--- config.mk ---
export PLATFORM = sky130hd
export DESIGN_NAME = apb_master_cmd_engine
export DESIGN_NICKNAME = d
export VERILOG_FILES = /design/src/rtl/apb_master_cmd_engine.sv
export SDC_FILE = /design/constraint.sdc
export NUM_CORES = 1
export LEC_CHECK = 0
export BUFFER_PORTS_ARGS = -buffer_cell sky130_fd_sc_hd__buf_2
export CAP_MARGIN = 20
export CORE_AREA = 2 2 175 177
export CTS_CLUSTER_DIAMETER = 60
export CTS_CLUSTER_SIZE = 8
export DETAILED_ROUTE_END_ITERATION = 7
export DIE_AREA = 0 0 177 179
export GPL_TIMING_DRIVEN = 0
export HOLD_SLACK_MARGIN = 0.03
export PLACE_DENSITY = 0.7
export SYNTH_ARGS = -nofsm -noshare
export SYNTH_HDL_FRONTEND = slang
export SYNTH_SLANG_ARGS = --single-unit
--- constraint.sdc ---
create_clock -name clk -period 3 [get_ports clk]
set_input_delay 0.45 -clock clk [delete_from_list [all_inputs] [get_ports clk]]
set_output_delay 0.45 -clock clk [all_outputs]
set_load 0.01 [all_outputs]
--- src/rtl/apb_master_cmd_engine.sv ---
// APB3/APB4 master command engine: buffers valid/ready requests in a small
// FIFO, runs each one as an APB SETUP/ACCESS transfer with wait-state timeout,
// and returns one registered response per request.
module apb_master_cmd_engine #(
  parameter int ADDR_WIDTH     = 32,
  parameter int DATA_WIDTH     = 32,
  parameter int FIFO_DEPTH     = 4,
  parameter int TIMEOUT_CYCLES = 16
) (
  input  logic                    clk,
  input  logic                    rst,
  input  logic                    req_valid,
  output logic                    req_ready,
  input  logic                    req_write,
  input  logic [ADDR_WIDTH-1:0]   req_addr,
  input  logic [DATA_WIDTH-1:0]   req_wdata,
  input  logic [DATA_WIDTH/8-1:0] req_strb,
  output logic                    rsp_valid,
  input  logic                    rsp_ready,
  output logic [DATA_WIDTH-1:0]   rsp_rdata,
  output logic [1:0]              rsp_err,
  output logic                    psel,
  output logic                    penable,
  output logic                    pwrite,
  output logic [ADDR_WIDTH-1:0]   paddr,
  output logic [DATA_WIDTH-1:0]   pwdata,
  output logic [DATA_WIDTH/8-1:0] pstrb,
  input  logic [DATA_WIDTH-1:0]   prdata,
  input  logic                    pready,
  input  logic                    pslverr
);

  localparam int STRB_W = DATA_WIDTH / 8;
  localparam int PTR_W  = (FIFO_DEPTH > 1) ? $clog2(FIFO_DEPTH) : 1;
  localparam int CNT_W  = PTR_W + 1;
  localparam int CMD_W  = 1 + ADDR_WIDTH + DATA_WIDTH + STRB_W;

  localparam logic [CNT_W-1:0] FULL_CNT = CNT_W'(FIFO_DEPTH);
  localparam logic [7:0]       TO_LAST  = 8'(TIMEOUT_CYCLES - 1);

  localparam logic [1:0] ERR_OK  = 2'b00;
  localparam logic [1:0] ERR_SLV = 2'b01;
  localparam logic [1:0] ERR_TO  = 2'b10;

  typedef enum logic [1:0] {IDLE, SETUP, ACCESS, RESP} state_t;

  state_t state_q, state_d;

  logic [CMD_W-1:0]      fifo_mem_q [FIFO_DEPTH];
  logic [PTR_W-1:0]      wr_ptr_q, rd_ptr_q;
  logic [CNT_W-1:0]      count_q;
  logic                  fifo_empty, fifo_full, push, pop;

  logic                  head_write;
  logic [ADDR_WIDTH-1:0] head_addr;
  logic [DATA_WIDTH-1:0] head_wdata;
  logic [STRB_W-1:0]     head_strb;

  logic                  cmd_write_q;
  logic [ADDR_WIDTH-1:0] cmd_addr_q;
  logic [DATA_WIDTH-1:0] cmd_wdata_q;
  logic [STRB_W-1:0]     cmd_strb_q;

  logic [7:0]            to_cnt_q, to_cnt_d;
  logic                  psel_q, penable_q;
  logic                  rsp_valid_q, rsp_valid_d;
  logic [DATA_WIDTH-1:0] rsp_rdata_q, rsp_rdata_d;
  logic [1:0]            rsp_err_q, rsp_err_d;

  assign fifo_empty = (count_q == '0);
  assign fifo_full  = (count_q == FULL_CNT);
  assign req_ready  = !fifo_full;
  assign push       = req_valid && !fifo_full;

  assign {head_write, head_addr, head_wdata, head_strb} = fifo_mem_q[rd_ptr_q];

  // FIFO storage: data only, contents are meaningless while count is zero
  always_ff @(posedge clk) begin
    if (push) begin
      fifo_mem_q[wr_ptr_q] <= {req_write, req_addr, req_wdata, req_strb};
    end
  end

  // FIFO pointers and occupancy
  always_ff @(posedge clk) begin
    if (rst) begin
      wr_ptr_q <= '0;
      rd_ptr_q <= '0;
      count_q  <= '0;
    end else begin
      if (push) wr_ptr_q <= wr_ptr_q + PTR_W'(1);
      if (pop)  rd_ptr_q <= rd_ptr_q + PTR_W'(1);
      case ({push, pop})
        2'b10:   count_q <= count_q + CNT_W'(1);
        2'b01:   count_q <= count_q - CNT_W'(1);
        default: count_q <= count_q;
      endcase
    end
  end

  // Next-state, pop, timeout and response decisions
  always_comb begin
    state_d     = state_q;
    pop         = 1'b0;
    to_cnt_d    = to_cnt_q;
    rsp_valid_d = rsp_valid_q;
    rsp_rdata_d = rsp_rdata_q;
    rsp_err_d   = rsp_err_q;
    case (state_q)
      IDLE: begin
        if (!fifo_empty) begin
          pop      = 1'b1;
          to_cnt_d = '0;
          state_d  = SETUP;
        end
      end
      SETUP: state_d = ACCESS;
      ACCESS: begin
        if (pready) begin
          state_d     = RESP;
          rsp_valid_d = 1'b1;
          rsp_err_d   = pslverr ? ERR_SLV : ERR_OK;
          rsp_rdata_d = (!cmd_write_q && !pslverr) ? prdata : '0;
        end else if (to_cnt_q == TO_LAST) begin
          to_cnt_d    = to_cnt_q + 8'd1;
          state_d     = RESP;
          rsp_valid_d = 1'b1;
          rsp_err_d   = ERR_TO;
          rsp_rdata_d = '0;
        end else begin
          to_cnt_d = to_cnt_q + 8'd1;
        end
      end
      RESP: begin
        if (rsp_ready) begin
          rsp_valid_d = 1'b0;
          rsp_rdata_d = '0;
          rsp_err_d   = ERR_OK;
          if (!fifo_empty) begin
            pop      = 1'b1;
            to_cnt_d = '0;
            state_d  = SETUP;
          end else begin
            state_d = IDLE;
          end
        end
      end
      default: state_d = IDLE;
    endcase
  end

  // State, APB phase outputs and response registers
  always_ff @(posedge clk) begin
    if (rst) begin
      state_q     <= IDLE;
      to_cnt_q    <= '0;
      psel_q      <= 1'b0;
      penable_q   <= 1'b0;
      rsp_valid_q <= 1'b0;
      rsp_rdata_q <= '0;
      rsp_err_q   <= ERR_OK;
    end else begin
      state_q     <= state_d;
      to_cnt_q    <= to_cnt_d;
      psel_q      <= (state_d == SETUP) || (state_d == ACCESS);
      penable_q   <= (state_d == ACCESS);
      rsp_valid_q <= rsp_valid_d;
      rsp_rdata_q <= rsp_rdata_d;
      rsp_err_q   <= rsp_err_d;
    end
  end

  // Command register drives the APB address/data; write-only fields zeroed for reads
  always_ff @(posedge clk) begin
    if (rst) begin
      cmd_write_q <= 1'b0;
      cmd_addr_q  <= '0;
      cmd_wdata_q <= '0;
      cmd_strb_q  <= '0;
    end else if (pop) begin
      cmd_write_q <= head_write;
      cmd_addr_q  <= head_addr;
      cmd_wdata_q <= head_write ? head_wdata : '0;
      cmd_strb_q  <= head_write ? head_strb : '0;
    end
  end

  assign psel      = psel_q;
  assign penable   = penable_q;
  assign pwrite    = cmd_write_q;
  assign paddr     = cmd_addr_q;
  assign pwdata    = cmd_wdata_q;
  assign pstrb     = cmd_strb_q;
  assign rsp_valid = rsp_valid_q;
  assign rsp_rdata = rsp_rdata_q;
  assign rsp_err   = rsp_err_q;

endmodule

==> metrics.csv <==
stage,metric,value,unit
synthesis,ys.flop_type,edfxtp_1,
synthesis,synth_fa_ha_area_share,1.18,%
finish,drive_above_1_share,33.3,%
synthesis,ys_ff_latch,401,
clocking,htree_levels,2,
pwr,p_leak,6.47,nW
clocking,clk_latency,0.57,ns
global_route,grt_pass1_wl,44.9,mm
die,die-width,177,um
worst_setup_path,r2r_start,state_q[0],
worst_setup_path,crit_chain,inv_1 -> ha_1 -> or3_1 -> buf_6 -> inv_6 -> ha_1 -> inv_1 -> fa_1 -> xor2_1 -> or3_1 -> a21oi_1,
timing,setup_slack,0.141,ns
timing,slew-limit-headroom,42.6,%
run,drv_cap,0,
timing,finalSetupViolCount,0,
synthesis,syn_nets,933,
synthesis,yosysSeqAreaShare,74.8,%
timing,slew_viol_final,0,
hold_path,min_path_type,primary input to flop,
synthesis,syn_area,0.0144,mm^2
route,drt_iter0_drc,458,
route,remaining_drc_errors,0,
synthesis,syn_inst,813,
timing,worst_pin_slew,0.861,ns
synthesis,synth_xor_area_share,0.243,%
worst_setup_path,worst-path-max-fanout,18,
clocking,clock_path_buffers,3,
synthesis,ys_warn_count,0,
clocking,cts_tree,yes,
placement,dp_slack,-0.199,ns
die,die_area,0.0317,mm^2
clocking,postCtsHoldBufs,0,
placement,place.gp.congestion,0.719,
worst_setup_path,critPathKind,flop to flop,
worst_setup_path,arrival,3.35,ns
worst_setup_path,endpoint,count_q[2],
die,core,0.0300,mm^2
global_route,grt_pass1_vias,8196,
worst_setup_path,startpoint,state_q[0],
timing,final.min_clock_period,2.86,ns
synthesis,async_flop_share,0,%
die,start_util,48.0,%
finish,nets,1206,
worst_setup_path,startpoint_type,flop,
route,first_pass_iters,4,
finish,syn2layout_area_growth,23.0,%
worst_setup_path,rr_worst_depth,11,
finish,layout_commonest_cell,edfxtp_1,
timing,hold_violations,0,
worst_setup_path,r2r_slack,0.14,ns
synthesis,synth_area_per_cell,17.7,um^2
synthesis,synth_cell_types,47,
die,boundaryPins,214,
placement,port_buffers,212,
synthesis,yosys-mux-area-fraction,10.8,%
pwr,p_per_area,906,mW/mm^2
finish,mostFrequentLayoutCells,"276 x edfxtp_1, 223 x buf_2, 124 x dfxtp_1",
clocking,cts.root.buffer_cell,clkbuf_16,
die,rows,64,
global_route,antenna_found_initial,8,
clocking,path_clk_slew,0.05,ns
clocking,cts_inserted_buffers,56,
timing,fin_crit_sh,95.3,%
finish,seq_area,0.0108,mm^2
timing,fin_skew,0.0142,ns
clocking,cts_sinks,401,
route,wl_per_cell,19.6,um
route,finalWirelength,30.0,mm
synthesis,synth_top_family_by_area,multiplexers,
die,fp.dieH,179,um
synthesis,synth-compound-area-share,7.04,%
finish,fillers,2315,
global_route,grt_start_max_net_pins,50,
status,status,completed,
worst_setup_path,worstPathRequired,3.49,ns
worst_setup_path,slowest_stage,dfxtp_2,
worst_setup_path,endpoint_kind,flop,
timing,grt_setup_unrepaired,no,
route,detail-route-antenna-nets,0,
synthesis,synth_edf_count,276,
synthesis,yosys.area_share.simple,4.04,%
global_route,grt_usage,18.7,%
worst_setup_path,r2r-end,count_q[2],
finish,multi_input_area,0.00338,mm^2
route,vias,8085,
worst_setup_path,max_stage_delay,0.39,ns
route,routed_via_density,5.28,
global_route,grt_remaining_overflow,0,
finish,fin_util,59.1,%
pwr,max-vdd-ir-drop,0.646,mV
timing,fmax,350,MHz
placement,post-dp-hpwl,18.6,mm
## report_power, final
part / internal (mW) / switching, mW / leakage, nW
logic: 1.37 / 1.92 / 2.16
clock network: 3.50 / 2.20 / 0.770
registers: 6.77 / 0.308 / 3.55
## worst min path at each step
stage / startpoint / end / slack (ns) / cells past startpoint
3_3_place_gp: paddr[28] / paddr[28] / 0.44 / 2
2_1_floorplan: rd_ptr_q[1] / flop / 0.46 / 2
3_5_place_dp: paddr[28] / paddr[28] / 0.44 / 2
4_1_cts: req_addr[0] / fifo_mem_q[0][36] / 0.07 / 1
6_report: req_addr[0] / fifo_mem_q[0][36] / 0.09 / 1
5_1_grt: req_wdata[18] / fifo_mem_q[1][22] / 0.07 / 1
## per-stage QoR
| stage | std cells | total power [mW] | hold slack [ns] | instance area (um^2) | setup TNS (ns) |
|---|---|---|---|---|---|
| after floorplan | 813 | 9.27 | 0.459 | 14400 | 0 |
| after global placement | 1421 | 10.4 | 0.442 | 16000 | -307.51 |
| after detailed placement | 1425 | 10.5 | 0.444 | 16100 | -0.199 |
| after CTS | 1525 | 16.3 | 0.0661 | 17700 | 0 |
| after global routing | 1526 | 16.8 | 0.0736 | 17700 | 0 |
| final | 1530 | 16.1 | 0.0915 | 17700 | 0 |
## worst max-delay path: cells and delay by family (launching register included)
| kind | cells | cell delay [ns] |
|---|---|---|
| XOR/XNOR | 1 | 0.18 |
| buffers and inverters | 4 | 0.51 |
| AO/OA/AOI/OAI | 1 | 0.14 |
| flip-flops | 1 | 0.39 |
| AND/OR/NAND/NOR | 2 | 0.70 |
| adder cells (fa/ha/maj) | 3 | 0.87 |
## per-layer routing
metal,up-vias,global-route usage (%),wire length (um)
met5,-,0,28
met4,6,5.13,541
met3,56,6.74,2700
met2,260,31.7,14900
met1,4006,22.8,11900
li1,3757,-,-
## cell usage after synthesis (all sizes together), types with 2 or more instances
master / n / area [um^2]
clkbuf: 27 / 103
mux4: 69 / 1550
dfxtp: 125 / 2500
a22o: 68 / 596
xor2: 2 / 17.5
and3: 5 / 31.3
nand3: 4 / 20.0
a31oi: 2 / 12.5
or3: 8 / 50.1
nor4: 4 / 31.3
nor2b: 5 / 31.3
buf: 18 / 120
or4: 3 / 22.5
nor2: 13 / 51.3
nand2: 75 / 282
a21oi: 51 / 255
and2: 2 / 12.5
ha: 12 / 150
inv: 13 / 51.3
edfxtp: 276 / 8290
a211oi: 2 / 15.0
o21ai: 9 / 45.0
xnor2: 2 / 17.5
## flip-flops by register name (all words and copies together) (netlist names), named ones only
register    count
penable         1
pwrite          1
pstrb           4
wr_ptr_q        2
rsp_rdata      32
paddr          32
count_q         3
rsp_valid       1
to_cnt_q        8
fifo_mem_q    276
pwdata         32
rd_ptr_q        2
psel            1
rsp_err         2
state_q         2
## cell type report
class	count	area share [%]
clock inverters	4	0.289
flip-flops and latches	401	60.8
plain buffers	44	1.23
clock buffers	97	8.82
multi-input cells	354	19.0
well taps	396	2.79
repair buffers	216	6.60
inverters	13	0.303
diodes	5	0.0705
## repair_timing
item,CTS,global route
resized for setup,1,1
endpoints found under the setup margin,1,1
buffers inserted,0,0
## cell families (layout without fill, tap and decap cells)
group | after synthesis | count (layout)
fa+ha+maj | 13 | 13
flops | 401 | 401
mux | 69 | 69
buf+inv | 58 | 374
compound gates | 143 | 143
xor+xnor | 4 | 4
simple gates | 125 | 125
other cells | 0 | 5
No activity file was read; power rests on OpenSTA's default activity.
